[src/rtl/addsub_pkg.sv]
// Shared helpers for the pipelined add/subtract unit: chunk sizing and
// parameter legality checks used at elaboration time.
package addsub_pkg;

  function automatic bit params_ok(input int width, input int stages);
    return (stages >= 1) && (stages <= width) && ((width % stages) == 0);
  endfunction

  // Falls back to the full width for illegal pairs so elaboration can still
  // reach the explicit error in the top level.
  function automatic int chunk_width(input int width, input int stages);
    return params_ok(width, stages) ? (width / stages) : width;
  endfunction

endpackage

[src/rtl/rca_chunk.sv]
// Combinational C-bit ripple-carry slice built from full-adder cells; also
// exposes the carry into its top bit so the last slice can flag overflow.
module rca_chunk #(
  parameter int C = 4
) (
  input  logic [C-1:0] a,
  input  logic [C-1:0] b,
  input  logic         cin,
  output logic [C-1:0] s,
  output logic         cout,
  output logic         c_top
);

  logic [C:0] c;

  assign c[0] = cin;

  for (genvar gi = 0; gi < C; gi++) begin : g_fa
    assign s[gi]    = a[gi] ^ b[gi] ^ c[gi];
    assign c[gi+1]  = (a[gi] & b[gi]) | ((a[gi] ^ b[gi]) & c[gi]);
  end

  assign cout  = c[C];
  assign c_top = c[C-1];

endmodule

[src/rtl/pipelined_addsub.sv]
// Pipelined two's-complement add/subtract: one chunk-wide ripple per stage,
// carry registered between chunks, valid/ready on both sides with a global stall.
module pipelined_addsub
  import addsub_pkg::*;
#(
  parameter int WIDTH  = 8,
  parameter int STAGES = 2
) (
  input  logic             clk,
  input  logic             rst,
  input  logic             in_valid,
  output logic             in_ready,
  input  logic [WIDTH-1:0] a,
  input  logic [WIDTH-1:0] b,
  input  logic             sub,
  output logic             out_valid,
  input  logic             out_ready,
  output logic [WIDTH-1:0] sum,
  output logic             cout,
  output logic             ovf
);

  localparam int C = chunk_width(WIDTH, STAGES);

  if (!params_ok(WIDTH, STAGES)) begin : g_bad_params
    $error("pipelined_addsub: WIDTH must be a multiple of STAGES and 1 <= STAGES <= WIDTH");
  end

  logic             advance;
  logic             valid_src   [STAGES];
  logic             cin_src     [STAGES];
  logic [WIDTH-1:0] a_src       [STAGES];
  logic [WIDTH-1:0] b_src       [STAGES];
  logic [WIDTH-1:0] sum_src     [STAGES];
  logic [WIDTH-1:0] sum_next    [STAGES];
  logic [C-1:0]     chunk_sum   [STAGES];
  logic             chunk_cout  [STAGES];
  logic             chunk_ctop  [STAGES];

  logic             valid_reg   [STAGES];
  logic [WIDTH-1:0] sum_reg     [STAGES];
  logic [WIDTH-1:0] a_reg       [STAGES];
  logic [WIDTH-1:0] b_reg       [STAGES];
  logic             carry_reg   [STAGES];
  logic             msb_carry_reg;

  assign advance  = !valid_reg[STAGES-1] || out_ready;
  assign in_ready = advance;

  // Operand remainders travel pre-shifted, so every stage's chunk sits at [C-1:0].
  for (genvar gi = 0; gi < STAGES; gi++) begin : g_stage
    if (gi == 0) begin : g_first
      assign valid_src[gi] = in_valid;
      assign cin_src[gi]   = sub;
      assign a_src[gi]     = a;
      assign b_src[gi]     = b ^ {WIDTH{sub}};
      assign sum_src[gi]   = '0;
    end else begin : g_later
      assign valid_src[gi] = valid_reg[gi-1];
      assign cin_src[gi]   = carry_reg[gi-1];
      assign a_src[gi]     = a_reg[gi-1];
      assign b_src[gi]     = b_reg[gi-1];
      assign sum_src[gi]   = sum_reg[gi-1];
    end

    rca_chunk #(.C(C)) u_chunk (
      .a     (a_src[gi][C-1:0]),
      .b     (b_src[gi][C-1:0]),
      .cin   (cin_src[gi]),
      .s     (chunk_sum[gi]),
      .cout  (chunk_cout[gi]),
      .c_top (chunk_ctop[gi])
    );

    assign sum_next[gi] = sum_src[gi] | (WIDTH'(chunk_sum[gi]) << (gi * C));
  end

  always_ff @(posedge clk or posedge rst) begin
    if (rst) begin
      for (int k = 0; k < STAGES; k++) begin
        valid_reg[k] <= 1'b0;
        sum_reg[k]   <= '0;
        a_reg[k]     <= '0;
        b_reg[k]     <= '0;
        carry_reg[k] <= 1'b0;
      end
      msb_carry_reg <= 1'b0;
    end else if (advance) begin
      for (int k = 0; k < STAGES; k++) begin
        valid_reg[k] <= valid_src[k];
        sum_reg[k]   <= sum_next[k];
        a_reg[k]     <= a_src[k] >> C;
        b_reg[k]     <= b_src[k] >> C;
        carry_reg[k] <= chunk_cout[k];
      end
      msb_carry_reg <= chunk_ctop[STAGES-1];
    end
  end

  assign out_valid = valid_reg[STAGES-1];
  assign sum       = sum_reg[STAGES-1];
  assign cout      = carry_reg[STAGES-1];
  assign ovf       = carry_reg[STAGES-1] ^ msb_carry_reg;

endmodule

[config.mk]
export PLATFORM = sky130hd
export DESIGN_NAME = pipelined_addsub
export DESIGN_NICKNAME = d
export VERILOG_FILES = /design/src/rtl/addsub_pkg.sv /design/src/rtl/rca_chunk.sv /design/src/rtl/pipelined_addsub.sv
export SDC_FILE = /design/constraint.sdc
export NUM_CORES = 1
export LEC_CHECK = 0
export CORE_MARGIN = 8
export CORE_UTILIZATION = 29
export DETAILED_ROUTE_END_ITERATION = 7
export PLACE_DENSITY_LB_ADDON = 0.3
export REMOVE_ABC_BUFFERS = 1
export SETUP_SLACK_MARGIN = 0.15
export SLEW_MARGIN = 25
export SYNTH_ARGS = -nofsm -noshare
export SYNTH_HDL_FRONTEND = slang
export SYNTH_HIERARCHICAL = 1
export SYNTH_SLANG_ARGS = --single-unit
[constraint.sdc]
create_clock -name clk -period 2.8 [get_ports clk]
set_input_delay 0.56 -clock clk [delete_from_list [all_inputs] [get_ports clk]]
set_output_delay 0.56 -clock clk [all_outputs]
set_load 0.05 [all_outputs]
; After elaboration in Yosys (flattened, before gate mapping)
; Index checks and enable logic that the tools add are counted.
[totals]
word_cells = 54
output_inout_bits = 12
register_bits = 25
input_bits = 21
[op_classes]
bitwise_logic = 43
reduce_logical = 2
[op_table]
columns = operator, n
row1 = $xor 1x1->1, 17
row2 = $and 1x1->1, 16
row3 = $or 1x1->1, 8
row4 = $or 4x8->8, 1
row5 = $xor 8x8->8, 1
row6 = $logic_not 1->1, 1
row7 = $logic_or 1x1->1, 1

; Logic depth before layout (Yosys ltp)
[depth]
word_depth = 10
mapped_depth = 11
mapped_depth_nobuf = 10

; Hierarchy
; Netlist, hierarchy kept.
[modules_own_cells]
columns = module, area_each_um2, instances, seq_area_each_um2, cells_per_inst
row1 = pipelined_addsub, 1117.3, 1, 625.6, 65
row2 = rca_chunk, 117.6, 2, 0.0, 14

; Worst setup path after synthesis
; No wires, ideal clock.
[synth_timing]
kind = input -> register
from = input port sub
to = register sum_reg[11] in the netlist's numbering
slack_ps = 23
stages = 11
n_path_buf = 1
arrival_time_ps = 2652
path_cell_list = buf_2 -> xor2_1 -> inv_1 -> fa_1 -> inv_1 -> fa_1 -> inv_1 -> fa_1 -> inv_1 -> fa_1 -> mux2_4
[synth_rtl]
columns = element, line_no
row1 = from (decl), pipelined_addsub.sv:15  ; input logic sub,
row2 = "to (signal, indexed assignment)", pipelined_addsub.sv:91  ; sum_reg[k] <= sum_next[k];
row3 = to (decl), pipelined_addsub.sv:41  ; logic [WIDTH-1:0] sum_reg [STAGES];

==> qor.yml <==
synthesis.area_mm2: 0.00135
start_util_pct: 29.4
first_iter_violations: 15
power_frac_clock_pct: 14.4
die_h_um: 84.3
p_comb_share_pct: 49.6
max_freq_mhz: 393
crit_required_ns: 2.95
ys_seq_area_share_pct: 46.3
core-area_mm2: 0.00460
clock-root-buffer: "clkbuf_8"
via_per_inst: 4.10
std_cell_rows: 25
p_leak_nw: 0.873
wl_per_cell_um: 13.8
crit_arrival_ns: 2.70
h-tree-depth: 1
numCtsBuffers: 3
rr_startpoint: "a_reg[8]$_DFFE_PP0P_"
nFillCells: 417
final-setup-viol-count: 0
largest_reg_flops: 12
postCtsSetupRepairBufs: 0
p_sw_mw: 0.582
ys_top_cells_by_area: "dfrtp_1, mux2_4, fa_1"
skew_ns: 0.00783
tightest_slew_ns: 0.514
slowest_delay_ns: 0.47
grt_usage_pct: 7.77
crit_slowest_cell: "fa_1"
gp_congestion: 0.591
hold_viol: 0
setup_slack_ns: 0.253
synth_area_leader_cell: "dfrtp_1"
hold_path.startpoint: "valid_reg[1]$_DFFE_PP0P_"
syn2layout_area_growth_pct: 31.8
syn_inst: 93
ant_nets: 0
cts_tree: "built"
dp_slack_ns: -0.389
worstSetupStartpoint: "sub"
power.internal_mw: 0.892
nets: 159
ys_async_sr_fraction_pct: 100
dp_hpwl_mm: 1.94
io_pins: 33
synth_most_common_cell: "dfrtp_1"
startpoint_type: "primary input"
min_path_type: "reg -> reg"
final_area_mm2: 0.00178
path_class: "in -> reg"
fin_crit_sh_pct: 90.9
ys_types: 12
outcome: "complete, no violations"
dominantRegCellSynth: "dfrtp_1"
placed_area_mm2: 0.00173
antenna_cells: 0
peakVddDrop_uv: 364
period_needed_ns: 2.55
rsz0062_at_grt: "false"
cts.sinks: 25
drive_gt1_share_pct: 31.0
antenna_found_initial: 0
power_switching_share_pct: 39.5
first_pass_iters: 4
overflow: 0
maxCapViolCount: 0
fp.dieW_um: 84.3
syn_avg_cell_area_um2: 14.5
maxSlewViolCount: 0
synth-seq-cells: 25
slew_headroom_pct: 65.6
dieArea_mm2: 0.00711
grt_max_degree: 26
synth_top_area_share_pct: 46.3
dr_total_vias: 750
cp_max_fo: 7
endpoint_kind: "flip-flop"
yosys-top-cells-count: "dfrtp_1, inv_1, mux2_4"
clk-insertion-delay-late_ns: 0.27
drc: 0
yosys_warnings: 6
grt_pass1_wl_mm: 4.51
path_cells: "dlygate4sd2_1 -> buf_4 -> buf_4 -> xor2_1 -> fa_2 -> inv_1 -> fa_2 -> inv_2 -> fa_1 -> mux2_4"
power.density_mw_per_mm2: 827
numPortBuffers: 32
totalWireLength_mm: 2.53
synth_enable_flop_cells: 0
hold_buffers: 0
clockBufferDepth: 2
power.share.sequential_pct: 36.0
path_clk_slew_ns: 0.08
grt_pass1_vias: 907
## stage by stage
stage | instances | hold WS, ns | util [%] | power, mW | TNS (ns)
floorplan | 89 | 0.430 | - | 1.03 | 0
global placement | 179 | 0.439 | 37.6 | 1.26 | -0.397
detailed placement | 179 | 0.452 | 37.6 | 1.28 | -0.539
CTS | 183 | 0.473 | 38.7 | 1.50 | 0
global route | 183 | 0.504 | 38.8 | 1.57 | 0
finish | 183 | 0.468 | 38.8 | 1.47 | 0
## worst paths after layout
kind | slack, ns | depth (start not counted) | end
max | 0.25 | 10 | sum_reg[11]$_DFFE_PP0P_
min | 0.47 | 1 | out_valid$_DFFE_PP0P_
max reg2reg | 0.43 | 9 | sum[7]$_DFFE_PP0P_
min reg2reg | 0.47 | 1 | out_valid$_DFFE_PP0P_
max in group asynchronous | 1.89 | 3 | a_reg[8]$_DFFE_PP0P_
min in group asynchronous | 0.65 | 3 | b_reg[11]$_DFFE_PP0P_
## cell type report
type	instances	area, µm²	share of cell area (%)
Clock buffer	3	41.3	2.32
Sequential cell	25	626	35.1
Tap cell	54	67.6	3.79
Timing Repair Buffer	36	360	20.2
Multi-Input combinational cell	43	604	33.9
Inverter	21	78.8	4.42
Clock inverter	1	5.00	0.281
## critical path: cells and delay by family
family	cells	cell delay [ns]
buf+inv	5	0.67
xor+xnor	1	0.19
fa+ha+maj	3	1.01
mux	1	0.27
## cell usage in the layout (no fill, tap or decap), drive strengths merged
cell / n
buf: 5
clkinv: 1
inv: 21
fa: 8
dfrtp: 25
xor2: 9
mux2: 24
clkdlybuf4s50: 28
clkbuf: 3
nand2b: 2
dlygate4sd2: 2
dlymetal6s2s: 1
## cell families (layout without fill, tap and decap cells)
logic type	after synthesis	in the layout	share of synthesized area, %
buffers and inverters	25	61	9.62
muxes	24	24	25.0
adders and majority gates	8	8	11.8
xor gates and xnor gates	9	9	5.83
DFF	25	25	46.3
and+or+nand+nor	2	2	1.48
## timing repair
item,CTS,global route
hold endpoints to repair,0,0
setup endpoints to repair,2,1
gates resized for setup,7,2
pin swaps,4,1
## power by group through the flow
stage / Clock, mW / Combinational (mW) / Sequential [mW]
after global placement: 0 / 0.721 / 0.536
after floorplan: 0 / 0.287 / 0.738
after global routing: 0.242 / 0.779 / 0.547
final: 0.213 / 0.732 / 0.530
after CTS: 0.224 / 0.745 / 0.532
after detailed placement: 0 / 0.738 / 0.538
## per-layer routing
metal / GRT usage (%) / share of wire (%) / up-vias
li1: - / - / 353
met1: 9.55 / 47 / 375
met2: 12.6 / 47 / 20
met3: 2.42 / 5.6 / 2
met4: 2.35 / 0.47 / 0
met5: 0 / 0 / -
Note: power is estimated with default switching activity, not from simulation.
